$ cat config.mk
export PLATFORM = sky130hd
export DESIGN_NAME = iqdemap_sched
export DESIGN_NICKNAME = d
export VERILOG_FILES = /design/src/rtl/iqdemap_sched.sv
export SDC_FILE = /design/constraint.sdc
export NUM_CORES = 1
export LEC_CHECK = 0
export BUFFER_PORTS_ARGS = -buffer_cell sky130_fd_sc_hd__buf_4
export CAP_MARGIN = 30
export CORE_ASPECT_RATIO = 0.75
export CORE_MARGIN = 2
export CORE_UTILIZATION = 33
export DETAILED_ROUTE_END_ITERATION = 10
export PLACE_DENSITY = 0.59
export SYNTH_ARGS = -nofsm -noshare
export SYNTH_HDL_FRONTEND = slang
export SYNTH_SLANG_ARGS = --single-unit
$ cat constraint.sdc
create_clock -name CLK -period 9 [get_ports CLK]
set_input_delay 1.8 -clock CLK [delete_from_list [all_inputs] [get_ports CLK]]
set_output_delay 1.8 -clock CLK [all_outputs]
set_load 0.02 [all_outputs]
$ cat src/rtl/iqdemap_sched.sv
// iqdemap_sched
//   Carrier scheduler and output drain controller for the one-segment BPSK
//   demapper. It follows the carrier index inside each OFDM symbol and drops
//   the scattered pilots. The pilot phase advances by PILOT_STEP every symbol.
//   Only data carriers are forwarded to the demapper. The demapper's packed
//   128-bit words are buffered in a 2-entry FIFO toward the host writer.
//
// Ports
//   CLK, RST        clock, synchronous active-high reset
//   ce              carrier-side clock enable (the FIFO side ignores it)
//   sym_start       first carrier of a symbol (qualified by valid_i)
//   valid_i, ar, ai input carrier valid and signed I/Q
//   dm_valid/ar/ai  carrier toward the demapper, 1 cycle after acceptance
//   dm_word_valid   demapper word strobe
//   dm_word         demapper packed word
//   wr_valid        FIFO not empty
//   wr_data         head word of the FIFO
//   wr_ready        writer accepts the head word
//   sym_cnt         completed symbols (wraps)
//   short_err       sticky: a symbol restarted early
//   ovf_err         sticky: a demapper word was dropped on a full FIFO
module iqdemap_sched #(
  parameter int NCAR         = 108,
  parameter int PILOT_PERIOD = 12,
  parameter int PILOT_STEP   = 3
) (
  input  logic          CLK,
  input  logic          RST,
  input  logic          ce,
  input  logic          sym_start,
  input  logic          valid_i,
  input  logic [10:0]   ar,
  input  logic [10:0]   ai,
  output logic          dm_valid,
  output logic [10:0]   dm_ar,
  output logic [10:0]   dm_ai,
  input  logic          dm_word_valid,
  input  logic [127:0]  dm_word,
  output logic          wr_valid,
  output logic [127:0]  wr_data,
  input  logic          wr_ready,
  output logic [15:0]   sym_cnt,
  output logic          short_err,
  output logic          ovf_err
);

  localparam int KW = (NCAR > 1) ? $clog2(NCAR) : 1;
  localparam int PW = (PILOT_PERIOD > 1) ? $clog2(PILOT_PERIOD) : 1;

  localparam logic [0:0] ST_IDLE = 1'b0;
  localparam logic [0:0] ST_RUN  = 1'b1;

  localparam logic [KW-1:0] K_LAST   = KW'(NCAR - 1);
  localparam logic [PW-1:0] MOD_LAST = PW'(PILOT_PERIOD - 1);

  // ---------------------------------------------------------------------
  // Carrier side
  // ---------------------------------------------------------------------
  logic [0:0]    state_q, state_d;
  logic [KW-1:0] k_q, k_d;
  // Tracks k mod PILOT_PERIOD alongside k, so no divider is needed.
  logic [PW-1:0] mod_q, mod_d;
  logic [PW-1:0] ph_q, ph_d;
  logic          dm_valid_q, dm_valid_d;
  logic [10:0]   dm_ar_q, dm_ar_d;
  logic [10:0]   dm_ai_q, dm_ai_d;
  logic [15:0]   sym_cnt_q, sym_cnt_d;
  logic          short_err_q, short_err_d;

  logic [PW:0]   ph_sum;
  logic [PW-1:0] ph_adv;
  logic          fwd;

  // Pilot phase for the next symbol: (ph + STEP) mod PERIOD, assuming STEP < PERIOD.
  always_comb begin
    ph_sum = {1'b0, ph_q} + (PW+1)'(PILOT_STEP);
    if (ph_sum >= (PW+1)'(PILOT_PERIOD)) begin
      ph_adv = PW'(ph_sum - (PW+1)'(PILOT_PERIOD));
    end else begin
      ph_adv = ph_sum[PW-1:0];
    end
  end

  always_comb begin
    state_d     = state_q;
    k_d         = k_q;
    mod_d       = mod_q;
    ph_d        = ph_q;
    dm_valid_d  = dm_valid_q;
    dm_ar_d     = dm_ar_q;
    dm_ai_d     = dm_ai_q;
    sym_cnt_d   = sym_cnt_q;
    short_err_d = short_err_q;
    fwd         = 1'b0;

    // With ce low the whole carrier side, dm_* included, is frozen.
    if (ce) begin
      dm_valid_d = 1'b0;
      if (valid_i) begin
        case (state_q)
          ST_IDLE: begin
            if (sym_start) begin
              // This carrier is index 0; its pilot test is 0 == ph.
              fwd     = (ph_q != '0);
              state_d = ST_RUN;
              k_d     = KW'(1);
              mod_d   = (PILOT_PERIOD > 1) ? PW'(1) : '0;
            end
          end
          ST_RUN: begin
            if (sym_start && (k_q != '0)) begin
              // Early restart: the symbol is abandoned without being counted.
              // The phase still advances, and this carrier becomes index 0
              // under the new phase.
              short_err_d = 1'b1;
              ph_d        = ph_adv;
              fwd         = (ph_adv != '0);
              k_d         = KW'(1);
              mod_d       = (PILOT_PERIOD > 1) ? PW'(1) : '0;
            end else begin
              fwd = (mod_q != ph_q);
              if (k_q == K_LAST) begin
                sym_cnt_d = sym_cnt_q + 16'd1;
                ph_d      = ph_adv;
                state_d   = ST_IDLE;
                k_d       = '0;
                mod_d     = '0;
              end else begin
                k_d   = k_q + KW'(1);
                mod_d = (mod_q == MOD_LAST) ? '0 : mod_q + PW'(1);
              end
            end
          end
          default: begin
            state_d = ST_IDLE;
          end
        endcase

        if (fwd) begin
          dm_valid_d = 1'b1;
          dm_ar_d    = ar;
          dm_ai_d    = ai;
        end
      end
    end
  end

  always_ff @(posedge CLK) begin
    if (RST) begin
      state_q     <= ST_IDLE;
      k_q         <= '0;
      mod_q       <= '0;
      ph_q        <= '0;
      dm_valid_q  <= 1'b0;
      dm_ar_q     <= '0;
      dm_ai_q     <= '0;
      sym_cnt_q   <= '0;
      short_err_q <= 1'b0;
    end else begin
      state_q     <= state_d;
      k_q         <= k_d;
      mod_q       <= mod_d;
      ph_q        <= ph_d;
      dm_valid_q  <= dm_valid_d;
      dm_ar_q     <= dm_ar_d;
      dm_ai_q     <= dm_ai_d;
      sym_cnt_q   <= sym_cnt_d;
      short_err_q <= short_err_d;
    end
  end

  assign dm_valid  = dm_valid_q;
  assign dm_ar     = dm_ar_q;
  assign dm_ai     = dm_ai_q;
  assign sym_cnt   = sym_cnt_q;
  assign short_err = short_err_q;

  // ---------------------------------------------------------------------
  // Output FIFO (2 x 128), independent of ce
  // ---------------------------------------------------------------------
  logic [127:0] mem_q [2];
  logic         wr_ptr_q, wr_ptr_d;
  logic         rd_ptr_q, rd_ptr_d;
  logic [1:0]   cnt_q, cnt_d;
  logic         ovf_err_q, ovf_err_d;
  logic         full, pop, push_ok;

  assign full = (cnt_q == 2'd2);
  assign pop  = (cnt_q != 2'd0) && wr_ready;
  // When full, a same-cycle pop frees the slot being written: wr_ptr == rd_ptr.
  assign push_ok = dm_word_valid && (!full || pop);

  always_comb begin
    wr_ptr_d  = wr_ptr_q;
    rd_ptr_d  = rd_ptr_q;
    cnt_d     = cnt_q;
    ovf_err_d = ovf_err_q;
    if (push_ok) begin
      wr_ptr_d = ~wr_ptr_q;
    end
    if (pop) begin
      rd_ptr_d = ~rd_ptr_q;
    end
    case ({push_ok, pop})
      2'b10:   cnt_d = cnt_q + 2'd1;
      2'b01:   cnt_d = cnt_q - 2'd1;
      default: cnt_d = cnt_q;
    endcase
    if (dm_word_valid && full && !pop) begin
      ovf_err_d = 1'b1;
    end
  end

  for (genvar gi = 0; gi < 2; gi++) begin : g_fifo_entry
    always_ff @(posedge CLK) begin
      if (RST) begin
        mem_q[gi] <= '0;
      end else if (push_ok && (wr_ptr_q == 1'(gi))) begin
        mem_q[gi] <= dm_word;
      end
    end
  end

  always_ff @(posedge CLK) begin
    if (RST) begin
      wr_ptr_q  <= 1'b0;
      rd_ptr_q  <= 1'b0;
      cnt_q     <= '0;
      ovf_err_q <= 1'b0;
    end else begin
      wr_ptr_q  <= wr_ptr_d;
      rd_ptr_q  <= rd_ptr_d;
      cnt_q     <= cnt_d;
      ovf_err_q <= ovf_err_d;
    end
  end

  assign wr_valid = (cnt_q != 2'd0);
  assign wr_data  = mem_q[rd_ptr_q];
  assign ovf_err  = ovf_err_q;

endmodule

==> flow_summary.ini, run 1 <==
[worst_setup_path]
crit_chain = buf_4 > mux2_2 > buf_4
crit_required_ns = 7.20
critPathLaunchType = flop
worstSetupPathType = flop to output pin
crit_buf_inv = 2
crit_slowest_cell = buf_4
crit_arrival_ns = 2.54
cp_top_family = buffers and inverters
slowest_delay_ns = 0.77
critical_path.endpoint_type = output pin
cp_max_fo = 64
crit_top_cell = buf_4

[cts]
cts_tree = done
clk_pin_slew_ns = 0.06
cts_root_buffer = clkbuf_16
worst_skew_pair.late_latency_ns = 0.52
post_cts_buffers = 0
h-tree-depth = 2
cts_hold_buffers = 0
cts_resized = 0
clk_path_buf_depth = 3
cts_made_buffers = 36
clkSinkCount = 318

[detailed_routing]
dr.pass1.iters = 4
vias_per_cell = 4.56
drc_errors = 0
wire_per_inst_um = 17.3
detail-route-antenna-nets = 0
drt_wl_total_um = 33700
vias = 8908
drt_iter0_drc = 431

[yosys]
synth_most_common_cell = and2_1
synth_fa_ha_area_share_pct = 0.714
synthTopCellsByArea = edfxtp_1 (55%), and2_1 (12%), mux2_2 (10%)
synth_cell_type_count = 47
synth_compound_gate_area_share_pct = 2.61
synth_top_family_by_area = simple AND/OR/NAND/NOR gates
muxShareOfSynthArea_pct = 12.1
yosysWarningCount = 0
avgSynthCellArea_um2 = 13.4
synthXorXnorAreaFrac_pct = 1.31
ys_seq_area_share_pct = 63.7
ys_async_sr_fraction_pct = 0
netlist_instances = 1043
synth_top_cell_area_share_pct = 54.8
yosys.area.top_type = edfxtp_1
synth_ff_type = edfxtp_1
synth_edf_count = 256
synthTopCellsByCount = and2_1 (259), edfxtp_1 (256), mux2_2 (129), dfxtp_1 (62), clkbuf_1 (56)
synth-simple-area-share_pct = 17.6
ys_ff_latch = 318
synth_nets = 1208
syn_area_um2 = 14000

[sta]
grt_setup_unrepaired = no
fin_skew_ns = 0.0193
min_period_ns = 4.34
timing.setup.tns_ns = 0
max_freq_ghz = 0.231
relSlewSlack_pct = 36.8
setup_viol = 0
min_period_over_period_pct = 48.2
hold_viol_final = 0
final_max_slew_viol_count = 0
tightestPinTransition_ns = 0.949

[cells_and_area]
finalNetCount = 1522
fillers = 3997
post-route-util_pct = 43.4
synthToLayoutAreaGrowth_pct = 29.8
drive_gt1_share_pct = 38.0

[floorplanning]
pin_count = 327
dieArea_um2 = 44200
initial_core_util_pct = 33.4
rows = 65
die_h_um = 183
core_um2 = 42000
die_w_um = 242

[global_route]
antenna_found_initial = 1
grt_pass1_wl_um = 52100
grt_pass1_vias = 9009
grt_remaining_overflow = 0
grt_max_degree = 93
grtUsageTotal_pct = 15.0

[place]
gp_congestion = 0.757
place_hpwl_um = 22000
io_buffers = 326

[power]
p_switching_mw = 0.874
p_comb_share_pct = 13.9
power.density_nw_per_um2 = 198
p_total_mw = 3.60
clock_power_share_pct = 38.3
netSwitchingFraction_pct = 24.3
intPower_mw = 2.73
pwr-share-seq_pct = 47.8
p_leak_nw = 7.35
vdd_drop_max_mv = 0.114

[run_status]
status = finished clean

[min_path]
min_path_type = flop to flop

[flow_run]
cap_violations = 0
==> registers in the layout (all words and copies together), names as in the netlist, named ones only <==
signal,count
ovf_err,1
sym_cnt,16
dm_valid,1
cnt_q,2
wr_ptr_q,1
rd_ptr_q,1
ph_q,4
mem_q,256
dm_ai,11
short_err,1
dm_ar,11
state_q,1
mod_q,4
k_q,7
==> layout make-up <==
cell class | count | area [µm²] | share of cell area, %
clock buffers | 49 | 1030 | 5.67
well taps | 569 | 712 | 3.91
diodes | 1 | 2.50 | 0.0137
multi-input cells | 653 | 4850 | 26.6
clock inverters | 15 | 76.3 | 0.419
flip-flops and latches | 318 | 8930 | 49.1
repair buffers | 338 | 2560 | 14.1
inverters | 10 | 37.5 | 0.206
==> metal layers <==
layer / track usage [%] / share of wire, % / vias to the layer above
li1: - / - / 4326
met2: 23.7 / 46 / 205
met1: 20.3 / 46 / 4325
met5: 0 / 0 / -
met4: 5.23 / 3.0 / 0
met3: 3.47 / 5.1 / 52
==> placed cells by master (no fill, tap or decap), types with 3 or more instances in the layout <==
cell type,synthesis,layout
inv_1,10,10
nor4_1,6,6
clkbuf_16,0,38
xnor2_1,9,9
a21oi_1,16,16
nand4_1,8,8
dfxtp_1,62,61
nor2_1,28,27
mux2_2,129,129
clkinv_2,0,6
clkinv_1,0,8
and2_1,259,259
nor2b_1,6,6
mux2i_1,24,24
or2_2,3,3
clkbuf_8,0,4
ha_1,8,8
o21ai_0,15,15
or3_1,6,6
xor2_1,12,12
edfxtp_1,256,256
a31oi_1,5,5
a211oi_1,4,4
o211ai_1,4,4
and3_1,3,3
clkbuf_1,56,7
nand2b_1,49,48
buf_4,0,336
nand2_1,15,15
a32oi_1,3,3
nand3_1,17,17
==> metrics by stage <==
stage	instances	setup slack (ns)	hold slack (ns)	cell area (µm²)
floorplan	1043	0.487	0.472	14000
global placement	1886	4.51	0.456	17100
detailed placement	1888	4.75	0.467	17100
CTS	1952	4.60	0.476	18200
global route	1953	4.53	0.488	18200
finish	1953	4.66	0.473	18200
==> power groups by stage <==
stage | combinational (mW) | sequential, mW | clock (mW)
floorplan | 0.276 | 1.76 | 0
global placement | 0.505 | 1.75 | 0
detailed placement | 0.508 | 1.75 | 0
CTS | 0.510 | 1.72 | 1.43
global route | 0.537 | 1.73 | 1.49
finish | 0.501 | 1.72 | 1.38
==> final timing paths <==
check	slack, ns	endpoint	startpoint	cells past startpoint
max reg2reg	6.19	dm_valid$_SDFFE_PP0P_	ph_q[0]$_SDFFE_PP0P_	10
min reg2reg	0.47	dm_ar[2]$_SDFFE_PP0P_	dm_ar[2]$_SDFFE_PP0P_	2
max	4.66	wr_data[93]	flop	3
min	0.47	dm_ar[2]$_SDFFE_PP0P_	dm_ar[2]$_SDFFE_PP0P_	2
==> cells by family after synthesis <==
| kind of cell | Yosys count |
|---|---|
| DFF | 318 |
| muxes | 153 |
| AOI/OAI and AO/OA | 58 |
| buffers and inverters | 72 |
| and+or+nand+nor | 413 |
| xor gates and xnor gates | 21 |
| adders and majority gates | 8 |
==> worst reg2reg max path, stage by stage, from the launching register on <==
cell	delay [ns]
dfxtp_1	0.47
inv_1	0.12
ha_1	0.29
xnor2_1	0.15
ha_1	0.26
and3_1	0.20
a211oi_1	0.20
a31oi_1	0.09
o311a_1	0.36
buf_4	0.26
o21ba_2	0.28
No activity file was read; power rests on OpenSTA's default activity.
==> run 2, diff against run 1 <==
Settings changed: ABC_AREA from default to 1.
Clock period 9 ns to 3.56 ns, I/O delays scaled along.
==> run 2 against run 1 <==
Effect of this change: non-clock buffer count increased by 3; via count increased by 11%; routed wire length increased by 1.1%; setup slack got worse by 4.1 ns; area after synthesis increased by 0.87%; first-iteration DRC count decreased by 6.0%; highest routed layer unchanged.
==> flow_summary.ini, run 2 <==
[run_status]
status = finished clean

[cts]
post_cts_buffers = 0
cts_resized = 0
worst_skew_pair.late_latency_ns = 0.52
cts_made_buffers = 36
cts_tree = done
h-tree-depth = 2
clk_path_buf_depth = 3
clk_pin_slew_ns = 0.06
cts_root_buffer = clkbuf_16
cts_hold_buffers = 0
clkSinkCount = 318

[worst_setup_path]
critical_path.endpoint_type = output pin
crit_required_ns = 2.85
crit_arrival_ns = 2.27
critPathLaunchType = flop
cp_max_fo = 42
worstSetupPathType = flop to output pin
r2r_end = dm_ai[2]$_SDFFE_PP0P_
r2r_slack_ns = 0.95
r2r_start = ph_q[0]$_SDFFE_PP0P_
r2r_cells = 19

[yosys]
avgSynthCellArea_um2 = 11.1
yosysWarningCount = 0
synth_top_cell_area_share_pct = 54.3
netlist_instances = 1278
ys_async_sr_fraction_pct = 0
syn_area_um2 = 14100
ys_ff_latch = 318
synth_nets = 1443
synth_ff_type = edfxtp_1
synthTopCellsByArea = edfxtp_1 (54%), mux2_2 (10%), dfxtp_1 (8.8%)
yosys.area.top_type = edfxtp_1
synth_edf_count = 256
synthTopCellsByCount = nor2_1 (305), edfxtp_1 (256), inv_1 (195), mux2_2 (128), nand2_1 (87)
ys_seq_area_share_pct = 63.1
synth_most_common_cell = nor2_1
synth_cell_type_count = 40

[sta]
final_max_slew_viol_count = 0
timing.setup.tns_ns = 0
fin_skew_ns = 0.0166
min_period_over_period_pct = 83.8
max_freq_ghz = 0.335
relSlewSlack_pct = 52.4
hold_viol_final = 0
grt_setup_unrepaired = no
whs_ns = 0.440
min_period_ns = 2.98
setup_viol = 0
tightestPinTransition_ns = 0.714

[cells_and_area]
post-route-util_pct = 43.6
top_register = mem_q
synthToLayoutAreaGrowth_pct = 30.2
drive_gt1_share_pct = 35.1
largest_reg_flops = 256
finalNetCount = 1763
final_cell_mix = buf_4 (333), nor2_1 (305), edfxtp_1 (256)
final_common_cell = buf_4

[floorplanning]
rows = 65
die_w_um = 243
initial_core_util_pct = 33.5
dieArea_um2 = 44600
pin_count = 327
die_h_um = 183
core_um2 = 42200

[global_route]
grt_pass1_vias = 9602
grt_max_degree = 105
grt_pass1_wl_um = 51900
antenna_found_initial = 2
grt_remaining_overflow = 0
grtUsageTotal_pct = 14.8

[power]
power.density_nw_per_um2 = 522
p_total_mw = 9.62
p_leak_nw = 8.30
vdd_drop_max_mv = 0.276

[place]
io_buffers = 326
place_hpwl_um = 21900
gp_congestion = 0.772

[detailed_routing]
vias_per_cell = 4.50
vias = 9871
dr.pass1.iters = 5
drt_iter0_drc = 405
drt_wl_total_um = 34100
drc_errors = 0
wire_per_inst_um = 15.5
detail-route-antenna-nets = 0

[flow_run]
cap_violations = 0

[min_path]
min_path_type = flop to flop
worstHoldPathCells = 1
hold_path_startpoint = rd_ptr_q$_SDFFE_PP0P_
## run 2: cell types whose count changed after synthesis, moves of 19 or more
cell      before  now
a21oi_1       16   55
and2_1       259    0
nand2_1       15   87
buf_2          3   39
inv_1         10  195
mux2i_1       24    0
clkbuf_1      56   14
nand2b_1      49    0
nor2_1        28  305
nand3_2        0   19
## run 2: metal layers
layer | routed length, µm | GRT usage [%]
met5 | 0 | 0
met2 | 15900 | 23.9
met3 | 2040 | 3.51
met4 | 812 | 4.76
met1 | 15300 | 19.7
## run 2: final cells by class
| type | count | area [µm²] |
|---|---|---|
| Sequential cell | 318 | 8930 |
| Multi-Input combinational cell | 699 | 4200 |
| Tap cell | 569 | 712 |
| Timing Repair Buffer | 341 | 2660 |
| Clock inverter | 16 | 168 |
| Fill cell | 3962 | 23800 |
| Clock buffer | 46 | 983 |
| Antenna cell | 2 | 5.00 |
| Inverter | 202 | 758 |
## run 2: critical path, cell delays in order (launching register included)
cell and delay, ns:
dfxtp_4 0.81, buf_12 0.31, mux2_2 0.41, buf_4 0.17
## run 2: worst max-delay path by stage
stage / startpoint / to / slack [ns] / cells past startpoint
2_1_floorplan: wr_ready / mem_q[1][0]$_SDFFCE_PN0P_ / -1.22 / 4
3_3_place_gp: ph_q[0]$_SDFFE_PP0P_ / dm_ai[2]$_SDFFE_PP0P_ / 1.04 / 19
3_5_place_dp: ph_q[0]$_SDFFE_PP0P_ / dm_ai[2]$_SDFFE_PP0P_ / 0.97 / 19
4_1_cts: flop / wr_data[7] / 0.49 / 3
5_1_grt: flop / wr_data[7] / 0.43 / 3
6_report: flop / wr_data[38] / 0.58 / 3
## run 2: cell families (layout without fill, tap and decap cells)
group	count (synthesis)	after routing	share of synthesized area (%)
AOI/OAI and AO/OA	79	79	3.01
xor gates and xnor gates	13	13	0.805
adders and majority gates	8	8	0.708
buffers and inverters	261	605	7.54
DFF	318	318	63.1
muxes	128	128	10.2
other	0	2	0
and+or+nand+nor	471	471	14.6
## run 2: metrics by stage
stage	setup slack (ns)	instance area, µm²	cells
finish	0.575	18400	2193
global route	0.430	18400	2193
CTS	0.490	18400	2191
detailed placement	0.973	17300	2129
global placement	1.04	17300	2129
floorplan	-1.22	14200	1278
## run 2: report_power, final
part | total, mW | leakage, nW | internal [mW] | switching, mW
clock | 3.64 | 0.566 | 2.17 | 1.46
combinational | 1.57 | 4.50 | 0.690 | 0.884
sequential | 4.41 | 3.23 | 4.31 | 0.0926
total | 9.62 | 8.30 | 7.18 | 2.44
==> run 3, diff against run 2 <==
Clock period 3.56 ns to 2.55 ns, I/O delays scaled along.
==> run 3 against run 2 <==
Effect of this change: register-to-register slack worse by 0.72 ns; first-iteration DRC count rose by 18%; clock skew decreased by 0.0028 ns; sequential power increased by 39%; utilization grew 0.35 points; clock power up 23%; largest cell class unchanged.
==> flow_summary.ini, run 3 (synthesis results as in run 2) <==
[worst_setup_path]
critical_path.endpoint_type = output pin
worstSetupPathType = flop to output pin
r2r_end = dm_ai[10]$_SDFFE_PP0P_
r2r_start = ph_q[1]$_SDFFE_PP0P_
crit_slowest_cell = dfxtp_4
crit_buf_inv = 2
crit_chain = buf_12 > mux2_2 > buf_4
cp_max_fo = 61
r2r_slack_ns = 0.23
crit_required_ns = 2.04
crit_arrival_ns = 1.93
critPathLaunchType = flop
cp_top_family = buffers and inverters
r2r_cells = 20
slowest_delay_ns = 0.45

[floorplanning]
die_w_um = 243
pin_count = 327
dieArea_um2 = 44600
core_um2 = 42200
rows = 65
initial_core_util_pct = 33.5
die_h_um = 183

[flow_run]
cap_violations = 0

[power]
p_leak_nw = 8.35
vdd_drop_max_mv = 0.398
power.density_nw_per_um2 = 695

[cts]
worst_skew_pair.late_latency_ns = 0.51
clk_path_buf_depth = 3
cts_root_buffer = clkbuf_16
cts_tree = done
cts_hold_buffers = 0
clk_pin_slew_ns = 0.06
h-tree-depth = 2
clkSinkCount = 318
cts_made_buffers = 34

[min_path]
worstHoldPathCells = 4
min_path_type = input port to flop
hold_path_startpoint = ce
whs_endpoint = dm_valid$_SDFFE_PP0P_

[cells_and_area]
largest_reg_flops = 256
drive_gt1_share_pct = 35.9
final_cell_mix = buf_4 (341), nor2_1 (304), edfxtp_1 (256)
final_common_cell = buf_4
synthToLayoutAreaGrowth_pct = 31.2
diodes = 0
fillers = 4005
top_register = mem_q
finalNetCount = 1779
layout.cells.non_filler = 2206

[global_route]
grt_busiest_layer = met2
met2_usage_pct = 24.6
grt_max_degree = 72
grt_pass1_wl_um = 53700
groute.layer.met1.usage_pct = 20.4
grt_pass1_vias = 10001
grtUsageTotal_pct = 15.1
grt_remaining_overflow = 0
grt_use_met3_pct = 3.10
antenna_found_initial = 0

[sta]
max_freq_ghz = 0.410
final_max_slew_viol_count = 0
tightestPinTransition_ns = 0.577
fin_skew_ns = 0.0138
hold_viol_final = 0
setup_ws_ns = 0.113
min_period_over_period_pct = 95.6
relSlewSlack_pct = 61.5
setup_viol = 0
min_period_ns = 2.44

[place]
place_inst = 2143
io_buffers = 326
post-place-ws_ns = 0.146
place_hpwl_um = 23100
gp_congestion = 0.772

[detailed_routing]
detail-route-antenna-nets = 0
vias_per_cell = 4.51
dr.pass1.iters = 4
wire_per_inst_um = 15.9
drc_errors = 0
drt_wl_total_um = 35100
drt_iter0_drc = 479
vias = 9943

[run_status]
status = finished clean
run 3: timing repair:
item | in CTS | in global routing
setup buffers | 0 | 1
endpoints found under the setup margin | 0 | 23
gates resized for setup | 0 | 7
run 3: routing by layer:
| layer | wire length, µm | part of all wire [%] | up-vias |
|---|---|---|---|
| met2 | 16500 | 47 | 255 |
| li1 | - | - | 4863 |
| met3 | 1840 | 5.3 | 55 |
| met1 | 15900 | 45 | 4770 |
| met4 | 863 | 2.5 | 0 |
| met5 | 0 | 0 | - |
run 3: worst max path at each step:
| stage | startpoint | end | cells after the start |
|---|---|---|---|
| 2_1_floorplan | wr_ready | mem_q[1][0]$_SDFFCE_PN0P_ | 4 |
| 3_3_place_gp | ph_q[0]$_SDFFE_PP0P_ | dm_ai[0]$_SDFFE_PP0P_ | 20 |
| 3_5_place_dp | ph_q[0]$_SDFFE_PP0P_ | dm_ai[2]$_SDFFE_PP0P_ | 20 |
| 4_1_cts | flop | wr_data[38] | 3 |
| 5_1_grt | ph_q[1]$_SDFFE_PP0P_ | dm_ai[1]$_SDFFE_PP0P_ | 19 |
| 6_report | flop | wr_data[73] | 3 |
run 3: layout make-up:
cell class	count	area (µm²)	share of cell area (%)
Sequential cell	318	8930	48.1
Multi-Input combinational cell	699	4240	22.8
Timing Repair Buffer	359	2940	15.8
Clock buffer	45	913	4.92
Inverter	202	771	4.15
Tap cell	569	712	3.83
Clock inverter	14	66.3	0.357
run 3: power breakdown:
| group | switching [mW] | total, mW | internal [mW] |
|---|---|---|---|
| registers | 0.0990 | 6.12 | 6.02 |
| logic | 1.28 | 2.29 | 1.01 |
| clock network | 1.97 | 4.49 | 2.52 |
| total | 3.35 | 12.9 | 9.55 |
run 3: worst register-to-register path, cell delays in order (launching register included):
cell	delay [ns]
dfxtp_2	0.35
inv_2	0.06
ha_2	0.19
inv_1	0.08
nand2_1	0.05
nand2_1	0.09
inv_1	0.06
ha_1	0.20
nand2_2	0.08
inv_1	0.05
nor2_2	0.11
nand3_2	0.10
nand2_1	0.07
nand2_1	0.06
nand2_1	0.08
nand2_2	0.06
nand2_4	0.16
clkbuf_16	0.20
nand3_2	0.06
nand2_1	0.08
nor2_1	0.04
run 3: metrics by stage:
stage	hold WS (ns)	TNS (ns)	util, %	instance area (µm²)	power (mW)
2_1_floorplan	0.426	-164.11	-	14200	7.50
3_3_place_gp	0.425	0	41.4	17500	8.53
3_5_place_dp	0.441	0	41.4	17500	8.55
4_1_cts	0.250	0	43.8	18500	13.1
5_1_grt	0.263	-0.00664	44.0	18600	13.4
6_report	0.273	0	44.0	18600	12.9
